File: config.mk
export PLATFORM = sky130hd
export DESIGN_NAME = sha1_round_arb_flat
export DESIGN_NICKNAME = d
export VERILOG_FILES = /design/src/rtl/sha1_round_arb_if.sv /design/src/rtl/sha1_round_arb.sv /design/src/flat_wrapper.sv
export SDC_FILE = /design/constraint.sdc
export NUM_CORES = 1
export LEC_CHECK = 0
export CAP_MARGIN = 20
export CORE_MARGIN = 2
export CORE_UTILIZATION = 25
export DETAILED_ROUTE_END_ITERATION = 6
export PLACE_DENSITY = 0.48
export SYNTH_ARGS = -nofsm -noshare
export SYNTH_HDL_FRONTEND = slang
export SYNTH_SLANG_ARGS = --single-unit
File: constraint.sdc
create_clock -name clk -period 3.65 [get_ports clk]
set_input_delay 0.73 -clock clk [delete_from_list [all_inputs] [get_ports clk]]
set_output_delay 0.73 -clock clk [all_outputs]
set_load 0.05 [all_outputs]
File: src/rtl/sha1_round_arb_if.sv
// Handshake and engine-control bundle between two SHA-1 requesters and the round arbiter.
// The arbiter takes the slave modport; the requester/engine side takes the master modport.
interface sha1_round_arb_if #(
  parameter int T_W = 7
);
  logic [1:0]     req;
  logic [1:0]     last;
  logic [1:0]     ack;
  logic [1:0]     gnt;
  logic [1:0]     done;
  logic           load;
  logic           init;
  logic           round_en;
  logic [T_W-1:0] t;
  logic           upd;
  logic           busy;

  modport master (
    output req, last,
    input  ack, gnt, done, load, init, round_en, t, upd, busy
  );

  modport slave (
    input  req, last,
    output ack, gnt, done, load, init, round_en, t, upd, busy
  );
endinterface

File: src/rtl/sha1_round_arb.sv
// Two-requester arbiter and round sequencer for a shared SHA-1 compression engine.
// Ownership is held for a whole multi-block message; all outputs are Moore-decoded.
module sha1_round_arb #(
  parameter int ROUNDS = 80,
  parameter int T_W    = 7
) (
  input  logic             clk,
  input  logic             rst,
  sha1_round_arb_if.slave  bus
);
  localparam logic [2:0] S_IDLE  = 3'd0;
  localparam logic [2:0] S_LOAD  = 3'd1;
  localparam logic [2:0] S_ROUND = 3'd2;
  localparam logic [2:0] S_UPD   = 3'd3;
  localparam logic [2:0] S_WAIT  = 3'd4;

  logic [2:0]     r_state;
  logic [1:0]     r_gnt;
  logic           r_ptr;
  logic           r_first;
  logic           r_last;
  logic [T_W-1:0] r_t;

  logic [1:0]     w_pick;
  logic           w_t_end;
  logic           w_load;
  logic           w_upd;

  // Round-robin only matters on a tie; a lone request always wins.
  always_comb begin
    w_pick = bus.req;
    if (bus.req == 2'b11) w_pick = r_ptr ? 2'b10 : 2'b01;
  end

  assign w_t_end = (r_t == T_W'(ROUNDS - 1));

  always_ff @(posedge clk or posedge rst) begin
    if (rst) begin
      r_state <= S_IDLE;
      r_gnt   <= '0;
      r_ptr   <= 1'b0;
      r_first <= 1'b0;
      r_last  <= 1'b0;
      r_t     <= '0;
    end else begin
      case (r_state)
        S_IDLE: if (|bus.req) begin
          r_gnt   <= w_pick;
          r_first <= 1'b1;
          r_state <= S_LOAD;
        end
        S_LOAD: begin
          r_last  <= |(bus.last & r_gnt);
          r_t     <= '0;
          r_state <= S_ROUND;
        end
        S_ROUND: if (w_t_end) begin
          r_t     <= '0;
          r_state <= S_UPD;
        end else begin
          r_t     <= r_t + T_W'(1);
        end
        // Final block releases the engine and hands priority to the other side.
        S_UPD: if (r_last) begin
          r_gnt   <= '0;
          r_ptr   <= r_gnt[0];
          r_state <= S_IDLE;
        end else begin
          r_first <= 1'b0;
          r_state <= S_WAIT;
        end
        S_WAIT: if (|(bus.req & r_gnt)) r_state <= S_LOAD;
        default: r_state <= S_IDLE;
      endcase
    end
  end

  assign w_load       = (r_state == S_LOAD);
  assign w_upd        = (r_state == S_UPD);

  assign bus.gnt      = r_gnt;
  assign bus.load     = w_load;
  assign bus.init     = w_load & r_first;
  assign bus.ack      = {2{w_load}} & r_gnt;
  assign bus.round_en = (r_state == S_ROUND);
  assign bus.t        = r_t;
  assign bus.upd      = w_upd;
  assign bus.done     = {2{w_upd & r_last}} & r_gnt;
  assign bus.busy     = (r_state != S_IDLE);
endmodule

File: src/flat_wrapper.sv
// flat-port wrapper written by rule: the top's interface ports become plain ports
module sha1_round_arb_flat 
#(
  parameter int ROUNDS = 80,
  parameter int T_W    = 7
)
  (clk, rst, bus_req, bus_last, bus_ack, bus_gnt, bus_done, bus_load, bus_init, bus_round_en, bus_t, bus_upd, bus_busy);
  sha1_round_arb_if #(.T_W(T_W)) bus_i ();
  input  logic clk;
  input  logic rst;
  input wire logic [$bits(bus_i.req)-1:0] bus_req;
  input wire logic [$bits(bus_i.last)-1:0] bus_last;
  output wire logic [$bits(bus_i.ack)-1:0] bus_ack;
  output wire logic [$bits(bus_i.gnt)-1:0] bus_gnt;
  output wire logic [$bits(bus_i.done)-1:0] bus_done;
  output wire logic [$bits(bus_i.load)-1:0] bus_load;
  output wire logic [$bits(bus_i.init)-1:0] bus_init;
  output wire logic [$bits(bus_i.round_en)-1:0] bus_round_en;
  output wire logic [$bits(bus_i.t)-1:0] bus_t;
  output wire logic [$bits(bus_i.upd)-1:0] bus_upd;
  output wire logic [$bits(bus_i.busy)-1:0] bus_busy;
  assign bus_i.req = bus_req;
  assign bus_i.last = bus_last;
  assign bus_ack = bus_i.ack;
  assign bus_gnt = bus_i.gnt;
  assign bus_done = bus_i.done;
  assign bus_load = bus_i.load;
  assign bus_init = bus_i.init;
  assign bus_round_en = bus_i.round_en;
  assign bus_t = bus_i.t;
  assign bus_upd = bus_i.upd;
  assign bus_busy = bus_i.busy;
  sha1_round_arb #(.ROUNDS(ROUNDS), .T_W(T_W)) u_core (.clk(clk), .rst(rst), .bus(bus_i));
endmodule
After elaboration in Yosys (flattened, before gate mapping)
Index checks and enable logic that the tools add are counted.
{"block": "word_totals", "register_bits": 15, "inputBits": 6, "out_inout_bits": 18, "wordCells": 50}
{"block": "classes", "add_sub_neg": 1, "eq_ne": 11, "n_mux": 15, "bitwise_logic": 6, "reduce_logical": 11}
{"cell": "$pmux 3 s5", "n": 1}
{"cell": "$pmux 7 s2", "n": 1}
{"cell": "$mux 3", "n": 4}
{"cell": "$reduce_and 3->1", "n": 3}
{"cell": "$and 2x2->2", "n": 4}
{"cell": "$mux 2", "n": 4}
{"cell": "$ne 2x1->1 const B", "n": 4}
{"cell": "$add 7x1->7 const B", "n": 1}
{"cell": "$eq 7x7->1 const B", "n": 1}
{"cell": "$mux 7", "n": 1}
{"cell": "$eq 3x2->1 const B", "n": 2}
{"cell": "$reduce_or 2->1", "n": 3}
{"cell": "$pmux 2 s2", "n": 1}
{"cell": "$reduce_bool 2->1", "n": 2}
{"cell": "$eq 3x1->1 const B", "n": 1}
{"cell": "$eq 3x3->1 const B", "n": 1}
{"cell": "$logic_not 3->1", "n": 1}
{"cell": "$reduce_bool 3->1", "n": 1}
{"cell": "$and 1x1->1", "n": 2}
{"cell": "$eq 2x2->1 const B", "n": 1}
{"cell": "$mux 1", "n": 2}
{"cell": "$ne 2x2->1 const B", "n": 1}
{"cell": "$pmux 1 s2", "n": 1}
{"cell": "$reduce_and 2->1", "n": 1}

Longest topological paths before layout
Gate-level depths: netlist of run 1.
{"block": "logic_depth", "word_depth": 4, "mapped_depth": 7}

Worst setup path before layout of run 1
No wires, ideal clock.
{"block": "synth_path", "path_kind": "register to output", "start": "register u_core.r_state[1]", "end": "output port bus_ack[0]", "arrival_ps": 1710, "slack_ps": 1210, "path_stages_with_launch": 4, "cell_sequence": "dfrtp_1 -> buf_6 -> nor3b_4 -> and2_1"}
{"block": "synth_via", "elab_chain_cells": 2}
{"item": "from (decl)", "line_no": "sha1_round_arb.sv:17", "text": "logic [2:0] r_state;"}
{"item": "from (signal assigned)", "line_no": "sha1_round_arb.sv:39", "text": "r_state <= S_IDLE;"}
{"item": "from (signal assigned)", "line_no": "sha1_round_arb.sv:50", "text": "r_state <= S_LOAD;"}
{"item": "from (signal assigned)", "line_no": "sha1_round_arb.sv:55", "text": "r_state <= S_ROUND;"}
{"item": "$eq 3x1->1", "line_no": "sha1_round_arb.sv:78", "text": "assign w_load = (r_state == S_LOAD);"}
{"item": "via bus_load", "line_no": "flat_wrapper.sv:16", "text": "output wire logic [$bits(bus_i.load)-1:0] bus_load;"}
{"item": "$and 2x2->2", "line_no": "sha1_round_arb.sv:84", "text": "assign bus.ack = {2{w_load}} & r_gnt;"}
{"item": "to (decl)", "line_no": "flat_wrapper.sv:13", "text": "output wire logic [$bits(bus_i.ack)-1:0] bus_ack;"}
The timed path passes the listed nets, and every way through them passes these cells.

Worst setup path in the final report of run 1
{"block": "layout_path", "start": "register u_core.r_state[1]", "end": "output port bus_ack[0]"}
{"block": "layout_via", "elab_chain_cells": 2}
{"item": "$eq 3x1->1", "line_no": "sha1_round_arb.sv:78"}
{"item": "$and 2x2->2", "line_no": "sha1_round_arb.sv:84"}
No other way between the ends.

==> results of run 1 <==
metal layers:
layer | global-route usage | share of wire
met1 | 0.1445 | 0.46
met5 | 0 | 0
met2 | 0.1807 | 0.49
met4 | 0.02778 | 0
met3 | 0.03623 | 0.053
Yosys cell counts, types with 2 or more instances:
master | count | area share
sky130_fd_sc_hd__dfrtp_1 | 15 | 0.44
sky130_fd_sc_hd__nand2_1 | 9 | 0.040
sky130_fd_sc_hd__nor2_1 | 5 | 0.022
sky130_fd_sc_hd__a21o_1 | 3 | 0.027
sky130_fd_sc_hd__inv_1 | 3 | 0.013
sky130_fd_sc_hd__nor3_1 | 2 | 0.012
sky130_fd_sc_hd__nand3_1 | 4 | 0.024
sky130_fd_sc_hd__or3_1 | 2 | 0.015
sky130_fd_sc_hd__o21ai_0 | 6 | 0.035
sky130_fd_sc_hd__o21ai_1 | 5 | 0.029
sky130_fd_sc_hd__and2_1 | 3 | 0.022
sky130_fd_sc_hd__a32o_1 | 2 | 0.024
sky130_fd_sc_hd__a21oi_1 | 3 | 0.018
sky130_fd_sc_hd__nand2b_1 | 3 | 0.022
sky130_fd_sc_hd__a22oi_1 | 3 | 0.027
sky130_fd_sc_hd__and3_1 | 3 | 0.022
cells by family (layout without fill, tap and decap cells):
group                    count (synthesis)  after routing  synth area share
flip-flops                              15             15            0.4418
AO/OA/AOI/OAI                           28             28            0.2224
AND/OR/NAND/NOR                         37             37            0.2607
buffers and inverters                    7             33           0.06038
adder cells (fa/ha/maj)                  1              1           0.01473
sequential cells by signal (all words and copies together), names as in the netlist:
name / flops
u_core.bus.gnt: 2
u_core.bus.t: 7
u_core.r_first: 1
u_core.r_last: 1
u_core.r_ptr: 1
u_core.r_state: 3
area by class of cell:
| cell class | instances | area [um2] |
|---|---|---|
| clock buffers | 4 | 26.28 |
| fillers | 358 | 2158 |
| inverters | 6 | 40.04 |
| multi-input cells | 66 | 422.9 |
| flip-flops and latches | 15 | 375.4 |
| well taps | 46 | 57.56 |
| repair buffers | 23 | 230.2 |
final timing paths:
path / from / endpoint / slack (ns) / cells past startpoint
min: u_core.r_first / u_core.r_first / 0.51 / 2
min reg2reg: u_core.r_first / u_core.r_first / 0.51 / 2
max: u_core.r_state[1] / bus_ack[0] / 0.71 / 3
min in group asynchronous: rst / u_core.bus.t[0] / 0.81 / 2
max reg2reg: u_core.bus.t[0] / u_core.bus.t[5] / 2.07 / 4
max in group asynchronous: rst / u_core.bus.gnt[0] / 2.45 / 2
stage by stage:
stage	util	instance area [um2]	power, mW	worst slack (ns)	hold WS, ns
after global placement	0.3401	1126	0.9600	1.037	0.4777
after detailed placement	0.3401	1126	0.9638	1.004	0.4923
after CTS	0.3481	1152	1.067	0.6764	0.5142
after floorplan	-	849.6	0.7798	1.210	0.4555
final	0.3481	1152	1.049	0.7126	0.5066
after global routing	0.3481	1152	1.132	0.5768	0.5530
power by group through the flow:
stage	registers, mW	logic [mW]	clock network [mW]
after floorplan	0.368	0.412	0
after global placement	0.310	0.650	0
after detailed placement	0.313	0.651	0
after CTS	0.310	0.653	0.104
after global routing	0.323	0.697	0.112
final	0.307	0.645	0.0963
worst min-delay path, stage by stage (launching register included):
cell and delay (ns):
sky130_fd_sc_hd__dfrtp_1 0.35, sky130_fd_sc_hd__o21ai_0 0.07, sky130_fd_sc_hd__nand2_1 0.06
==> metrics.log, run 1 <==
[metrics] Core Region: 3311 um2
[metrics] Global Route Usage Sum: 0.1116
[metrics] clock latency on the worst-skew pair: 0.28 ns
[metrics] Worst Tran Pin Value: 0.6049 ns
[metrics] clock edge transition at the registers on the reported setup and hold paths: 0.09 ns
[metrics] count of flip-flops with a built-in enable after synthesis: 0
[metrics] largest voltage drop on the vdd net: 529.4 uV
[metrics] Syn Nets: 95
[metrics] initial cell density of the core: 0.2566
[metrics] maximum clock skew at final layout: 0.003979 ns
[metrics] number of setup buffers added after CTS: 0
[metrics] most common cell after layout, fill and taps aside: sky130_fd_sc_hd__clkdlybuf4s50_1
[metrics] ratio of cells with drive above 1 in the final layout: 0.1053
[metrics] RSZ-0062 raised after global routing: no
[metrics] Top Ports: 24
[metrics] worst endpoint required time: 2.92 ns
[metrics] Hold Buf Count CTS: 0
[metrics] minimum clock period after layout: 2.937 ns
[metrics] sum of net half-perimeters after detailed placement: 1450 um
[metrics] total number of yosys warnings: 0
[metrics] horizontal die dimension: 62.30 um
[metrics] CTS tree: done
[metrics] count of nets after finishing: 122
[metrics] portion of the post-synthesis area used by sequential elements: 0.4418
[metrics] status: complete, no violations
[metrics] count of state elements after synthesis: 15
[metrics] PostCTS Resize Cnt: 0
[metrics] Layout Cells excl Fill: 160
[metrics] Largest stage delay, worst path: 0.80 ns
[metrics] Avg Vias per Cell: 4.688
[metrics] Crit Path Max Fanout: 8
[metrics] number of setup violations in the final report: 0
[metrics] cell total after placement: 156
[metrics] data arrival time of the worst path: 2.21 ns
[metrics] number of violations of the max-capacitance limit: 0
[metrics] Die Ht: 62.30 um
[metrics] master cell of the clock root buffer: sky130_fd_sc_hd__clkbuf_4
[metrics] internal portion of total power: 0.4966 mW
[metrics] Core Rows: 21
[metrics] GRT overflow: 0
[metrics] number of violations reported at the end of detailed-routing iteration 0: 38
[metrics] Max Fclk: 340.4 MHz
[metrics] Hold Violations, Final: 0
[metrics] unique cell type count in the Yosys netlist: 33
[metrics] pwr/cell area: 910.0 nW/um2
[metrics] max-slew violation total from the final report: 0
[metrics] maximum number of pins on one net before global-route repair: 16
[metrics] Detailed Route WL: 1962 um
[metrics] global-route wire length before repair: 3484 um
[metrics] mean area per synthesized cell: 9.654 um2
[metrics] antenna-violating nets left: 0
[metrics] leakage component of the power: 0.4741 nW
[metrics] first-pass iteration count of the detailed router: 4
[metrics] CP max stage cell: sky130_fd_sc_hd__clkdlybuf4s50_1
[metrics] Setup crit end kind: output pin
[metrics] setup total negative slack: 0 ns
[metrics] total buffers and inverters traversed by the critical path: 1
[metrics] count of unresolved DRC violations after routing: 0
[metrics] delay-heaviest family, CP: buffers and inverters
[metrics] cts bufs inserted: 3
[metrics] headroom to the max-slew limit: 0.5963
[metrics] switch share: 0.5265
[metrics] kind of path behind the tightest hold check: register to register
[metrics] share of power burned in combinational logic: 0.615
[metrics] number of buffers on the longest clock path: 2
[metrics] type of the worst setup path: register to output pin
[metrics] GP Congestion: 0.7673
[metrics] clock sink count: 15
[metrics] vias: 750
[metrics] share of synthesized registers carrying an async set or reset: 1.000
[metrics] synthesized instance count: 88
[metrics] switching power summed over all nets: 0.5521 mW
[metrics] Critical Path, Cell by Cell: nor3b_4, and2_1, clkdlybuf4s50_1
[metrics] primary flip-flop cell chosen by synthesis mapping: sky130_fd_sc_hd__dfrtp_1
[metrics] clock group share of total power: 0.092
[metrics] type of element launching the critical path: register
[metrics] antenna diode instance count: 0
[metrics] WL per Instance: 12.26 um
[metrics] initial antenna violation count: 0
[metrics] final worst path period share: 0.8048
[metrics] relative contribution of sequential cells to total power: 0.293
[metrics] Synth Cell Area: 849.6 um2
[metrics] DIE AREA: 3881 um2
[metrics] H-tree levels: 1
[metrics] area delta synth->final: 35.64%
[metrics] leading cell types in the layout, fill and taps excluded: sky130_fd_sc_hd__clkdlybuf4s50_1 (23), sky130_fd_sc_hd__dfrtp_1 (15), sky130_fd_sc_hd__nand2_1 (9)
[metrics] vias in the first global route: 751
[metrics] Buffers on Ports: 23
No activity file was read; power rests on OpenSTA's default activity.
==> inputs of run 2 (changes only) <==
PLACE_DENSITY = 0.5   (was 0.48)
clock period = 2.36 ns   (was 3.65 ns; I/O delays follow)
==> run 2 against run 1 <==
Setup slack worse by 0.49 ns. Hold slack worse by 0.0061 ns. First-iteration DRC count is 13% lower.
==> metrics.log, run 2 (synthesis gave the netlist of run 1 again) <==
[metrics] Sequential Area: 375.4 um2
[metrics] footprint of the multi-input gates: 422.9 um2
[metrics] clock sink count: 15
[metrics] Max Fclk: 468.5 MHz
[metrics] WL per Instance: 12.70 um
[metrics] leading cell types in the layout, fill and taps excluded: sky130_fd_sc_hd__dfrtp_1 (15), sky130_fd_sc_hd__clkdlybuf4s50_1 (14), sky130_fd_sc_hd__nand2_1 (9)
[metrics] kind of path behind the tightest hold check: register to register
[metrics] ratio of cells with drive above 1 in the final layout: 0.1897
[metrics] worst hold margin: 0.5005 ns
[metrics] RSZ-0062 raised after global routing: no
[metrics] clock latency on the worst-skew pair: 0.29 ns
[metrics] DIE AREA: 3881 um2
[metrics] Hold Violations, Final: 0
[metrics] vias: 739
[metrics] headroom to the max-slew limit: 0.6114
[metrics] Buffers on Ports: 23
[metrics] most common cell after layout, fill and taps aside: sky130_fd_sc_hd__dfrtp_1
[metrics] vias in the first global route: 740
[metrics] leakage component of the power: 0.5182 nW
[metrics] largest voltage drop on the vdd net: 852.7 uV
[metrics] maximum number of pins on one net before global-route repair: 16
[metrics] final setup margin: 0.2257 ns
[metrics] max-slew violation total from the final report: 0
[metrics] Hold Buf Count CTS: 0
[metrics] type of element launching the critical path: register
[metrics] Die Ht: 62.30 um
[metrics] type of the worst setup path: register to output pin
[metrics] master cell of the clock root buffer: sky130_fd_sc_hd__clkbuf_4
[metrics] Final Total Pwr: 1.730 mW
[metrics] number of buffers on the longest clock path: 2
[metrics] status: complete, no violations
[metrics] Worst Tran Pin Value: 0.5822 ns
[metrics] clock edge transition at the registers on the reported setup and hold paths: 0.10 ns
[metrics] register-to-register setup slack: 0.80 ns
[metrics] CTS tree: done
[metrics] flip-flop count of the largest register after layout: 7
[metrics] number of setup violations in the final report: 0
[metrics] antenna diode instance count: 0
[metrics] PostCTS Resize Cnt: 0
[metrics] worst setup slack before clock tree synthesis: 0.3859 ns
[metrics] count of unresolved DRC violations after routing: 0
[metrics] sum of net half-perimeters after detailed placement: 1548 um
[metrics] number of violations reported at the end of detailed-routing iteration 0: 33
[metrics] post-route cell area: 1200 um2
[metrics] Avg Vias per Cell: 4.562
[metrics] Finished Core Util: 0.3624
[metrics] final worst path period share: 0.9044
[metrics] setup total negative slack: 0 ns
[metrics] global-route wire length before repair: 3456 um
[metrics] GRT overflow: 0
[metrics] worst endpoint required time: 1.89 ns
[metrics] area delta synth->final: 41.24%
[metrics] horizontal die dimension: 62.30 um
[metrics] initial cell density of the core: 0.2566
[metrics] Top Ports: 24
[metrics] Core Region: 3311 um2
[metrics] Detailed Route WL: 2057 um
[metrics] H-tree levels: 1
[metrics] data arrival time of the worst path: 1.66 ns
[metrics] maximum clock skew at final layout: 0.004402 ns
[metrics] pwr/cell area: 1442 nW/um2
[metrics] Layout Cells excl Fill: 162
[metrics] number of setup buffers added after CTS: 0
[metrics] first-pass iteration count of the detailed router: 4
[metrics] cts bufs inserted: 3
[metrics] number of violations of the max-capacitance limit: 0
[metrics] Global Route Usage Sum: 0.1120
[metrics] cell total after placement: 158
[metrics] Core Rows: 21
[metrics] GP Congestion: 0.7636
[metrics] count of nets after finishing: 124
[metrics] Setup crit end kind: output pin
[metrics] Placed Area: 1171 um2
[metrics] minimum clock period after layout: 2.134 ns
[metrics] antenna-violating nets left: 0
[metrics] count of fill cells added during filler insertion: 353
[metrics] initial antenna violation count: 0
[metrics] Crit Path Max Fanout: 7
-- run 2: cell type report --
cell class | instances | share of cell area
sequential | 15 | 0.3128
clock buffer | 4 | 0.02190
inverter | 6 | 0.03337
multi-input combinational | 66 | 0.3525
timing repair buffer | 25 | 0.2315
tap | 46 | 0.04797
-- run 2: path summary, 6_finish.rpt --
kind / start / endpoint / depth (start not counted)
setup / recovery: u_core.r_state[1] / bus_init / 4
max in group asynchronous: rst / u_core.bus.t[6] / 2
min in group asynchronous: rst / u_core.r_state[2] / 2
hold / removal: u_core.r_first / u_core.r_first / 2
hold reg to reg: u_core.r_first / u_core.r_first / 2
setup reg to reg: u_core.bus.t[0] / u_core.bus.t[5] / 4
-- run 2: worst max-delay path, cell delays in order (launching register included) --
cell and delay, ns:
sky130_fd_sc_hd__dfrtp_1 0.39, sky130_fd_sc_hd__buf_4 0.16, sky130_fd_sc_hd__nor3b_4 0.43, sky130_fd_sc_hd__and2_1 0.24, sky130_fd_sc_hd__buf_12 0.14
-- run 2: power by group --
part           total (mW)  internal (mW)  switching (mW)
Combinational        1.12          0.432           0.688
Sequential          0.453          0.344           0.109
Clock               0.157         0.0658          0.0911
-- run 2: per-layer routing --
metal  up-vias  track usage  wire [um]
met5         -            0          0
met4         0      0.02778          0
met3         0      0.04348        138
met2        29       0.1780        907
met1       336       0.1435       1011
li1        374            -          -
==> inputs of run 3 (changes only) <==
CORE_ASPECT_RATIO = 1.4   (was unset)
PLACE_DENSITY = 0.48   (was 0.5)
clock period = 2.65 ns   (was 2.36 ns; I/O delays follow)
==> run 3 against run 2 <==
Cell count is 4.3% lower. Sequential power down 7.5%. Largest power group unchanged. First-iteration DRC count down 70%. Global-route usage rose by 1.2 points. Power decreased by 13%. Largest cell class unchanged. Die area grew 0.16%.
==> metrics.log, run 3 (synthesis gave the netlist of run 1 again) <==
[metrics] kind of path behind the tightest hold check: register to register
[metrics] maximum clock skew at final layout: 0.001673 ns
[metrics] cts bufs inserted: 3
[metrics] DIE AREA: 3887 um2
[metrics] Worst Tran Pin Value: 0.5883 ns
[metrics] most common cell after layout, fill and taps aside: sky130_fd_sc_hd__clkdlybuf4s50_1
[metrics] count of nets after finishing: 123
[metrics] cell total after placement: 151
[metrics] setup total negative slack: 0 ns
[metrics] CTS tree: done
[metrics] ratio of cells with drive above 1 in the final layout: 0.1478
[metrics] minimum clock period after layout: 2.533 ns
[metrics] GRT overflow: 0
[metrics] headroom to the max-slew limit: 0.6074
[metrics] register-to-register setup slack: 1.10 ns
[metrics] status: complete, no violations
[metrics] vias: 796
[metrics] first-pass iteration count of the detailed router: 4
[metrics] antenna-violating nets left: 0
[metrics] WL per Instance: 13.70 um
[metrics] Max Used Layer: met4
[metrics] count of fill cells added during filler insertion: 370
[metrics] max-slew violation total from the final report: 0
[metrics] PostCTS Resize Cnt: 0
[metrics] worst setup slack before clock tree synthesis: 0.3368 ns
[metrics] master cell of the clock root buffer: sky130_fd_sc_hd__clkbuf_8
[metrics] largest voltage drop on the vdd net: 636.2 uV
[metrics] area delta synth->final: 36.97%
[metrics] type of the worst setup path: register to output pin
[metrics] Setup crit end kind: output pin
[metrics] Crit Path Max Fanout: 8
[metrics] initial antenna violation count: 0
[metrics] leading cell types in the layout, fill and taps excluded: sky130_fd_sc_hd__clkdlybuf4s50_1 (18), sky130_fd_sc_hd__dfrtp_1 (15), sky130_fd_sc_hd__nand2_1 (9)
[metrics] length of routed wiring on met1: 881 um
[metrics] Hold Violations, Final: 0
[metrics] post-route cell area: 1164 um2
[metrics] maximum number of pins on one net before global-route repair: 16
[metrics] Global Route Usage Sum: 0.1235
[metrics] number of violations of the max-capacitance limit: 0
[metrics] Layout Cells excl Fill: 155
[metrics] number of setup violations in the final report: 0
[metrics] worst hold margin: 0.4952 ns
[metrics] Hold Buf Count CTS: 0
[metrics] Max Fclk: 394.8 MHz
[metrics] H-tree levels: 1
[metrics] horizontal die dimension: 53.27 um
[metrics] clock sink count: 15
[metrics] antenna diode instance count: 0
[metrics] Detailed Route WL: 2124 um
[metrics] vias in the first global route: 788
[metrics] clock edge transition at the registers on the reported setup and hold paths: 0.06 ns
[metrics] length of routed met3 wiring: 121 um
[metrics] count of unresolved DRC violations after routing: 0
[metrics] Die Ht: 72.98 um
[metrics] global-route wire length before repair: 3525 um
[metrics] final worst path period share: 0.9557
[metrics] number of violations reported at the end of detailed-routing iteration 0: 10
[metrics] type of element launching the critical path: register
[metrics] flip-flop count of the largest register after layout: 7
[metrics] Core Region: 3316 um2
[metrics] RSZ-0062 raised after global routing: no
[metrics] Core Rows: 25
[metrics] leakage component of the power: 0.5123 nW
[metrics] Top Ports: 24
[metrics] sum of net half-perimeters after detailed placement: 1625 um
[metrics] Avg Vias per Cell: 5.135
[metrics] worst endpoint required time: 2.12 ns
[metrics] data arrival time of the worst path: 2.00 ns
[metrics] met2 layer wire length in the routed design: 1056 um
[metrics] Placed Area: 1116 um2
[metrics] pwr/cell area: 1299 nW/um2
[metrics] Finished Core Util: 0.3509
[metrics] clock latency on the worst-skew pair: 0.25 ns
[metrics] final setup margin: 0.1173 ns
[metrics] Buffers on Ports: 23
[metrics] number of setup buffers added after CTS: 0
[metrics] initial cell density of the core: 0.2562
[metrics] GP Congestion: 0.8276
[metrics] number of buffers on the longest clock path: 2
[metrics] Final Total Pwr: 1.511 mW
==> run 3: cell types whose count changed in the layout (fill, tap and decap cells not counted) <==
cell,before,now
sky130_fd_sc_hd__clkbuf_4,3,0
sky130_fd_sc_hd__clkdlybuf4s50_1,14,18
sky130_fd_sc_hd__clkbuf_8,0,3
sky130_fd_sc_hd__buf_12,4,0
sky130_fd_sc_hd__buf_4,6,5
==> run 3: critical path, cell delays in order (launching register included) <==
cell	delay, ns
sky130_fd_sc_hd__dfrtp_1	0.47
sky130_fd_sc_hd__nand3b_1	0.24
sky130_fd_sc_hd__inv_2	0.10
sky130_fd_sc_hd__and3_1	0.15
sky130_fd_sc_hd__clkdlybuf4s50_1	0.79
==> run 3: where the power goes <==
group	internal [mW]	switching [mW]
Clock	0.107	0.0816
Combinational	0.319	0.585
Sequential	0.307	0.111
==> run 3: layout make-up <==
cell class | count | area [um2] | share of cell area
inverter | 6 | 40.04 | 0.03441
tap | 40 | 50.05 | 0.04301
timing repair buffer | 24 | 230.2 | 0.1978
multi-input combinational | 66 | 422.9 | 0.3634
sequential | 15 | 375.4 | 0.3226
clock buffer | 4 | 45.04 | 0.03871
==> run 3: final timing paths <==
check / from / endpoint / cells past startpoint
hold / removal: u_core.r_first / u_core.r_first / 2
setup / recovery: u_core.r_state[2] / bus_done[1] / 4
max in group asynchronous: rst / u_core.bus.t[6] / 2
setup reg to reg: u_core.bus.t[0] / u_core.bus.t[5] / 4
hold reg to reg: u_core.r_first / u_core.r_first / 2
min in group asynchronous: rst / u_core.bus.gnt[1] / 2
==> run 3: per-layer routing <==
| layer | up-vias | track usage |
|---|---|---|
| met3 | 7 | 0.01844 |
| li1 | 373 | - |
| met5 | - | 0 |
| met4 | 0 | 0.07407 |
| met1 | 378 | 0.1455 |
| met2 | 38 | 0.2058 |
